`config.mk`:
```
export PLATFORM = sky130hd
export DESIGN_NAME = melody_sequencer
export DESIGN_NICKNAME = d
export VERILOG_FILES = /design/src/rtl/melody_sequencer.sv
export SDC_FILE = /design/constraint.sdc
export NUM_CORES = 1
export LEC_CHECK = 0
export ABC_AREA = 1
export BUFFER_PORTS_ARGS = -buffer_cell sky130_fd_sc_hd__buf_2
export CAP_MARGIN = 20
export CORE_ASPECT_RATIO = 1.4
export CORE_MARGIN = 1
export CORE_UTILIZATION = 56
export CTS_CLUSTER_DIAMETER = 50
export DETAILED_ROUTE_END_ITERATION = 10
export HOLD_SLACK_MARGIN = 0.08
export PLACE_DENSITY = 0.76
export SETUP_SLACK_MARGIN = 0.4
export SLEW_MARGIN = 40
export SYNTH_ARGS = -nofsm -noshare
export SYNTH_HDL_FRONTEND = slang
export SYNTH_SLANG_ARGS = --single-unit
```
`constraint.sdc`:
```
create_clock -name clk -period 2.3 [get_ports clk]
set_clock_uncertainty 0.15 [all_clocks]
set_input_delay 0.23 -clock clk [delete_from_list [all_inputs] [get_ports clk]]
set_output_delay 0.23 -clock clk [all_outputs]
set_load 0.03 [all_outputs]
```
`src/rtl/melody_sequencer.sv`:
```
// Melody sequencer: arbitrates live keypad notes against stored-melody playback
// and can record a live performance into a small note/duration memory.
// Drives the tone generator's note select (hex) and its audio gate (sound_on).
module melody_sequencer #(
    parameter int TICK_CYCLES = 12_500_000,
    parameter int DEPTH       = 16
) (
    input  logic       clk,
    input  logic       reset,
    input  logic       key_valid,
    input  logic [3:0] key_hex,
    input  logic       rec_start,
    input  logic       play_start,
    input  logic       stop,
    input  logic       loop,
    output logic [3:0] hex,
    output logic       sound_on,
    output logic [1:0] state,
    output logic [4:0] song_len,
    output logic       full
);

    localparam int CNT_W = (TICK_CYCLES > 1) ? $clog2(TICK_CYCLES) : 1;
    localparam int IDX_W = (DEPTH > 1) ? $clog2(DEPTH) : 1;
    localparam logic [CNT_W-1:0] TICK_LAST = CNT_W'(TICK_CYCLES - 1);
    localparam logic [4:0] LAST_SLOT = 5'(DEPTH - 1);
    localparam logic [3:0] LEN_MAX = 4'd15;

    typedef enum logic [1:0] {
        S_IDLE = 2'd0,
        S_REC  = 2'd1,
        S_PLAY = 2'd2
    } state_t;

    state_t st;

    // Entry layout: {rest, note[3:0], len[3:0]}
    logic [8:0] mem [DEPTH];

    logic [CNT_W-1:0] tick_cnt;
    logic             tick;

    // Open recording segment
    logic       seg_open;
    logic       seg_rest;
    logic [3:0] seg_note;
    logic [3:0] seg_len;

    // Playback position
    logic [IDX_W-1:0] idx;
    logic [IDX_W-1:0] next_idx;
    logic [3:0]       play_left;
    logic             last_entry;
    logic [8:0]       next_entry;
    logic [8:0]       first_entry;

    logic       boundary;
    logic       wr_en;
    logic [8:0] wr_data;

    function automatic logic entry_rest(input logic [8:0] e);
        return e[8];
    endfunction

    function automatic logic [3:0] entry_note(input logic [8:0] e);
        return e[7:4];
    endfunction

    function automatic logic [3:0] entry_len(input logic [8:0] e);
        return e[3:0];
    endfunction

    assign state = st;

    // Segment boundary detection, memory write decision and next-entry lookup
    always_comb begin
        tick       = (tick_cnt == TICK_LAST);
        // A rest segment ends when a key goes down; a note segment ends on
        // release or when a different key is now held.
        boundary   = seg_open &&
                     ((key_valid == seg_rest) || (key_valid && (key_hex != seg_note)));
        wr_data    = {seg_rest, seg_note, seg_len};
        wr_en      = 1'b0;
        if (!reset && (st == S_REC) && seg_open) begin
            if (stop)
                wr_en = !seg_rest;
            else if (boundary)
                wr_en = 1'b1;
            else if (tick && (seg_len == LEN_MAX))
                wr_en = 1'b1;
        end
        last_entry  = (5'(idx) == (song_len - 5'd1));
        next_idx    = last_entry ? '0 : idx + 1'b1;
        next_entry  = mem[next_idx];
        first_entry = mem[0];
    end

    // Melody memory; contents are meaningless beyond song_len so no reset
    always_ff @(posedge clk) begin
        if (wr_en)
            mem[song_len[IDX_W-1:0]] <= wr_data;
    end

    // Main controller: mode FSM, registered outputs, tick counter, recorder and player
    always_ff @(posedge clk) begin
        if (reset) begin
            st        <= S_IDLE;
            hex       <= 4'h0;
            sound_on  <= 1'b0;
            song_len  <= 5'd0;
            full      <= 1'b0;
            tick_cnt  <= '0;
            seg_open  <= 1'b0;
            idx       <= '0;
            play_left <= 4'd0;
        end else begin
            tick_cnt <= tick ? '0 : tick_cnt + 1'b1;

            case (st)
                S_IDLE: begin
                    if (key_valid) begin
                        hex      <= key_hex;
                        sound_on <= 1'b1;
                    end else begin
                        sound_on <= 1'b0;
                    end
                    if (stop) begin
                        // stop has nothing to abort here but still outranks the others
                    end else if (rec_start) begin
                        st       <= S_REC;
                        song_len <= 5'd0;
                        full     <= 1'b0;
                        seg_open <= 1'b0;
                    end else if (play_start && (song_len != 5'd0)) begin
                        st        <= S_PLAY;
                        idx       <= '0;
                        hex       <= entry_note(first_entry);
                        sound_on  <= !entry_rest(first_entry);
                        play_left <= entry_len(first_entry);
                        tick_cnt  <= '0;
                    end
                end

                S_REC: begin
                    if (key_valid) begin
                        hex      <= key_hex;
                        sound_on <= 1'b1;
                    end else begin
                        sound_on <= 1'b0;
                    end
                    if (stop) begin
                        st       <= S_IDLE;
                        seg_open <= 1'b0;
                    end else if (!seg_open) begin
                        // Leading silence is skipped: wait for the first key
                        if (key_valid) begin
                            seg_open <= 1'b1;
                            seg_rest <= 1'b0;
                            seg_note <= key_hex;
                            seg_len  <= 4'd1;
                            tick_cnt <= '0;
                        end
                    end else if (boundary) begin
                        seg_rest <= !key_valid;
                        seg_note <= key_valid ? key_hex : 4'h0;
                        seg_len  <= 4'd1;
                        tick_cnt <= '0;
                    end else if (tick) begin
                        // A 15-tick segment is closed and continued as a fresh one
                        if (seg_len == LEN_MAX) begin
                            seg_len  <= 4'd1;
                            tick_cnt <= '0;
                        end else begin
                            seg_len <= seg_len + 4'd1;
                        end
                    end
                end

                S_PLAY: begin
                    if (stop) begin
                        st       <= S_IDLE;
                        sound_on <= 1'b0;
                    end else if (tick) begin
                        if (play_left == 4'd1) begin
                            if (last_entry && !loop) begin
                                st       <= S_IDLE;
                                sound_on <= 1'b0;
                            end else begin
                                idx       <= next_idx;
                                hex       <= entry_note(next_entry);
                                sound_on  <= !entry_rest(next_entry);
                                play_left <= entry_len(next_entry);
                                tick_cnt  <= '0;
                            end
                        end else begin
                            play_left <= play_left - 4'd1;
                        end
                    end
                end

                default: begin
                    st <= S_IDLE;
                end
            endcase

            // Every memory write bumps the length; filling the memory ends recording
            if (wr_en) begin
                song_len <= song_len + 5'd1;
                if (song_len == LAST_SLOT) begin
                    full     <= 1'b1;
                    st       <= S_IDLE;
                    seg_open <= 1'b0;
                end
            end
        end
    end

endmodule
```
### Word level (Yosys, flattened, before mapping)

Memories as Yosys holds them, arrays and structs flattened.
Cells that the tools add are included.

* flip-flop bits (word level): 55
* memory bits (writable): 144
* output and inout bits: 13
* memories kept: 1

* equality and inequality tests: 22
* muxes and demuxes: 95
* $add $sub $neg: 6
* bitwise operators: 2
* reductions and logical operators: 28

Memory list
* mem: depth 16, width 9, read ports 2, clocked after memory_dff 0, write ports 1, RTL line 38 `logic [8:0] mem [DEPTH];`

Operator list (count)
* $mux 24: 14
* $mux 4: 32
* $pmux 24 s3: 1
* $mux 1: 28
* $add 24x1->24 const B: 1
* $eq 24x24->1 const B: 1
* $mux 2: 10
* $mux 5: 4
* $pmux 4 s2: 2
* $reduce_and 5->1: 3
* $ne 2x2->1 const B: 7
* $pmux 4 s3: 1
* $ne 3x3->1 const B: 3
* $add 4x1->4 const B: 2
* $reduce_and 8->1: 1
* $reduce_bool 2->1: 4
* $logic_and 1x1->1: 7
* $reduce_and 7->1: 1
* $logic_not 1->1: 6
* $pmux 2 s3: 1
* $reduce_and 3->1: 2
* $add 5x1->5 const B: 1
* $eq 4x5->1: 1
* $eq 5x4->1 const B: 1
* other kinds (17): 19

### Longest topological paths before layout

* depth after elaboration: 10
* mapped depth: 19
* gate-level depth less buffers: 18

### Least setup slack after synthesis

No wires, ideal clock.

* kind: reg2reg
* from: register song_len[0]
* to: register hex[0]
* period minus slack after synthesis: 2806 ps
* path slack: -506 ps
* data arrival time: 2537 ps
* library setup time: 120 ps
* cell stages (with the launch flop): 17
* cells stage by stage: dfxtp_1 -> inv_1 -> ha_1 -> nand2_1 -> inv_1 -> nor2_1 -> nand3_1 -> nor2_1 -> nand2_1 -> buf_6 -> or2_1 -> a21oi_1 -> nor2_1 -> nand2_1 -> inv_1 -> o21ai_0 -> a21oi_1

* longest elaborated chain between the ends: 9
* elaborated cells between the ends (all ways): 17
* those cells by class: 1 x add/sub; 2 x eq/ne; 9 x mux; 4 x reduce/logical; 1 x memory

RTL lines
* start: declaration: RTL line 19 `output logic [4:0] song_len,`
* start signal: assignment: RTL line 208 `song_len <= song_len + 5'd1;`
* $sub 5x1->5: RTL line 92 `last_entry = (5'(idx) == (song_len - 5'd1));`
* $eq 4x5->1: RTL line 92
* $mux 4: RTL line 93 `next_idx = last_entry ? '0 : idx + 1'b1;`
* $mem_v2 16x9
* $mux 4: RTL line 185 `if (last_entry && !loop) begin`
* $mux 4: RTL line 184 `if (play_left == 4'd1) begin`
* $mux 4: RTL line 183 `end else if (tick) begin`
* $mux 4: RTL line 180 `if (stop) begin`
* $pmux 4 s3: RTL line 119 `case (st)`
* end signal: assignment: RTL line 122 `hex <= key_hex;`
* end signal: assignment: RTL line 137 `hex <= entry_note(first_entry);`
* end signal: assignment: RTL line 190 `hex <= entry_note(next_entry);`
* end: declaration: RTL line 16 `output logic [3:0] hex,`

Several ways; a longest one is shown, not always the timed one. The select of a mux whose other input is x is not followed.
A chain may end at the register's enable or synchronous reset.

### Worst setup path after layout

* from: register tick_cnt[9]
* to: memory mem[9][4], enable pin

* longest elaborated chain between the ends: 8

RTL lines
* start: declaration: RTL line 40 `logic [CNT_W-1:0] tick_cnt;`
* start signal: assignment: RTL line 117 `tick_cnt <= tick ? '0 : tick_cnt + 1'b1;`
* $eq 24x24->1: RTL line 77 `tick = (tick_cnt == TICK_LAST);`
* $logic_and 1x1->1: RTL line 89 `else if (tick && (seg_len == LEN_MAX))`
* $mux 1: RTL line 89
* $mux 1: RTL line 87 `else if (boundary)`
* $mux 1: RTL line 85 `if (stop)`
* $mux 1: RTL line 84 `if (!reset && (st == S_REC) && seg_open) begin`
* $mux 1: RTL line 100 `if (wr_en)`
* $mux 1 (implied by the code): RTL line 101 `mem[song_len[IDX_W-1:0]] <= wr_data;`
* end: declaration: RTL line 38

Every way passes these cells.

==> flow_metrics.env <==
export IMPL_ioPinCount=24
export IMPL_outcome="finished, violations left"
export IMPL_ff2ff_path_depth=11
export IMPL_synth_area_top_cells="edfxtp_1 50%, dfxtp_1 10%, nand3_1 8.4%, nand2_1 8.2%, inv_1 3.9%"
export IMPL_synth_flop_cell="edfxtp_1"
export IMPL_violations="setup timing"
export IMPL_ys_types=39
export IMPL_reg2reg_from="tick_cnt[9]"
export IMPL_worstMarginPinSlew_ps=519
export IMPL_worstSetupStartpointType="flip-flop"
export IMPL_numCtsBuffers=17
export IMPL_gr_total_overflow=0
export IMPL_cts_sinks=199
export IMPL_max_cap_violations=0
export IMPL_hold_start="key_hex[1]"
export IMPL_die_w_microns=110
export IMPL_peakVddDrop_uv=567
export IMPL_antenna_found_initial=1
export IMPL_synth_area_leader_cell="edfxtp_1"
export IMPL_required_ps=2310
export IMPL_worst_r2r_setup_slack_ps=-520
export IMPL_grt_max_degree=46
export IMPL_layout_drive_gt1_share_pct=39.1
export IMPL_drtAntennaViolNets=0
export IMPL_die_h_microns=154
export IMPL_synth_seq_cells=199
export IMPL_fin_total_pwr_mw=7.19
export IMPL_clockBufferDepth=2
export IMPL_yosysWarningCount=0
export IMPL_rsz0062_at_grt="yes"
export IMPL_first_pass_iters=9
export IMPL_rows=55
export IMPL_syn_area_per_cell_sq_um=9.54
export IMPL_syn_inst=965
export IMPL_wl_per_cell_microns=26.8
export IMPL_antennaDiodeCount=0
export IMPL_h_tree_depth=4
export IMPL_placed_area_sq_um=10800
export IMPL_power_density_nw_per_um2=553
export IMPL_finalWorstPathRequiredPeriod_ps=2820
export IMPL_cp_arrival_ps=2830
export IMPL_fin_nets=1177
export IMPL_ys_async_sr_fraction_pct=0
export IMPL_post_route_period_util_pct=123
export IMPL_core_area_sq_um=16100
export IMPL_synth_top_area_share_pct=49.9
export IMPL_track_usage_pct=34.4
export IMPL_vias=9348
export IMPL_finalHoldViolCount=0
export IMPL_place_congestion=0.888
export IMPL_grt_pass1_wl_microns=42800
export IMPL_timing_hold_ws_ps=108
export IMPL_first_iter_violations=1429
export IMPL_setup_violations_final=190
export IMPL_critical_path_class="reg -> reg"
export IMPL_endpoint_kind="flip-flop"
export IMPL_syn_area_sq_um=9200
export IMPL_worstHoldEndpoint="seg_note[1]"
export IMPL_slew_violations=0
export IMPL_cts_tree="yes"
export IMPL_reg2reg_to="mem[9][4]"
export IMPL_max_freq_mhz=355
export IMPL_hpwl_microns=16700
export IMPL_hp_class="in -> reg"
export IMPL_wl_microns=36600
export IMPL_synth_edf_count=153
export IMPL_syn_to_final_growth_pct=41.3
export IMPL_synth_most_common_cell="nand2_1"
export IMPL_power_leakage_nw=5.10
export IMPL_synthTopCellsByCount="200 x nand2_1, 154 x nand3_1, 153 x edfxtp_1"
export IMPL_grt_pass1_vias=8123
export IMPL_synthesis_nets=991
export IMPL_detail_route_vias_per_cell=6.86
export IMPL_initial_core_util_pct=57.1
export IMPL_worst_slack_ps=-519
export IMPL_hold_depth=4
export IMPL_final_core_util_pct=80.8
export IMPL_cts_root_buf="clkbuf_16"
export IMPL_portBuffers=23
export IMPL_relSlewSlack_pct=64.5
export IMPL_drc_errors=0
export IMPL_seq_area_frac_synth_pct=59.9
export IMPL_clk_pin_slew_ps=80
export IMPL_fp_dieArea_sq_um=17000
export IMPL_fin_area_sq_um=13000
export IMPL_crit_fanout=7
export IMPL_clock_latency_ps=460
-- final cells by class --
| class | count | area (sq um) |
|---|---|---|
| well taps | 199 | 249 |
| fillers | 732 | 3100 |
| multi-input cells | 629 | 4150 |
| inverters | 101 | 394 |
| clock inverters | 14 | 136 |
| clock buffers | 18 | 429 |
| flip-flops and latches | 199 | 5540 |
| repair buffers | 203 | 2110 |
-- kinds of logic (layout without fill, tap and decap cells) --
group | Yosys count | after routing | share of synthesized area (%)
and+or+nand+nor | 503 | 504 | 24.4
DFF | 199 | 199 | 59.9
buffers and inverters | 138 | 336 | 5.94
AOI/OAI and AO/OA | 96 | 96 | 6.34
adders and majority gates | 15 | 15 | 2.04
xor gates and xnor gates | 14 | 14 | 1.33
-- cells in the final DEF (no fill, tap or decap), drive strengths merged --
cell type and n:
nand3b 8, clkbuf 24, or2 17, a21oi 52, a2111oi 2, xnor2 3
a211oi 2, o21ai 13, o2111ai 12, buf 192, dfxtp 46, o22ai 1
nor3 19, nor4 3, nor2 87, and3 2, clkinv 6, clkinvlp 3
xor2 11, a31oi 3, edfxtp 153, nand2 202, dlygate4sd3 5, o211ai 10
inv 106, nand4 6, ha 15, a32oi 1, nand3 154, nor3b 6
-- per-stage QoR --
stage	setup TNS [ps]	instances	setup slack [ps]
floorplan	-1220	965	-146
global placement	-18300	1272	-293
detailed placement	-21410	1272	-324
CTS	-15180	1339	-170
global route	-83450	1363	-564
finish	-78270	1363	-519
-- what timing repair did --
item                       CTS  global route
setup endpoints to repair  201           203
buffers inserted            23            19
hold buffers                 5             0
hold endpoints to repair     5             0
resized for setup          113           143
pin swaps                   28            50
gates cloned                 7             5
-- report_power, final --
group / internal (mW) / switching [mW]
registers: 3.84 / 0.0280
clock network: 1.43 / 1.50
logic: 0.136 / 0.248
total: 5.41 / 1.78
-- per-layer routing --
metal  vias up  part of all wire [%]  global-route usage [%]  wire length [microns]
li1       3682                     -                       -                      -
met1      4248                    31                    40.3                  11300
met2      1023                    46                    57.2                  16900
met3       395                    12                    6.82                   4520
met4         0                    11                    20.9                   3910
met5         -                     0                       0                      0
-- worst max-delay path by stage --
stage,start,endpoint,slack (ps),cells past startpoint
6_report,tick_cnt[9],mem[9][4],-520,11
3_5_place_dp,song_len[0],hex[2],-320,19
3_3_place_gp,song_len[0],hex[2],-290,19
5_1_grt,song_len[0],play_left[2],-560,19
2_1_floorplan,song_len[0],play_left[2],-150,15
4_1_cts,song_len[0],hex[1],-170,17
-- critical path, stage by stage, from the launching register on --
cell and delay (ps):
dfxtp_1 330, nor2_1 150, nand3_1 140, nor4_4 360, nand2_2 180, o211ai_1 320
nand2_2 180, inv_8 150, buf_12 130, nand2_8 90, nor2_4 160, buf_12 150
-- state kept, by name, indices dropped and copies added (netlist names) --
name / count
mem: 144
tick_cnt: 24
song_len: 5
hex: 4
idx: 4
play_left: 4
seg_len: 4
seg_note: 4
state: 2
full: 1
seg_open: 1
seg_rest: 1
sound_on: 1
No activity file was read; power rests on OpenSTA's default activity.
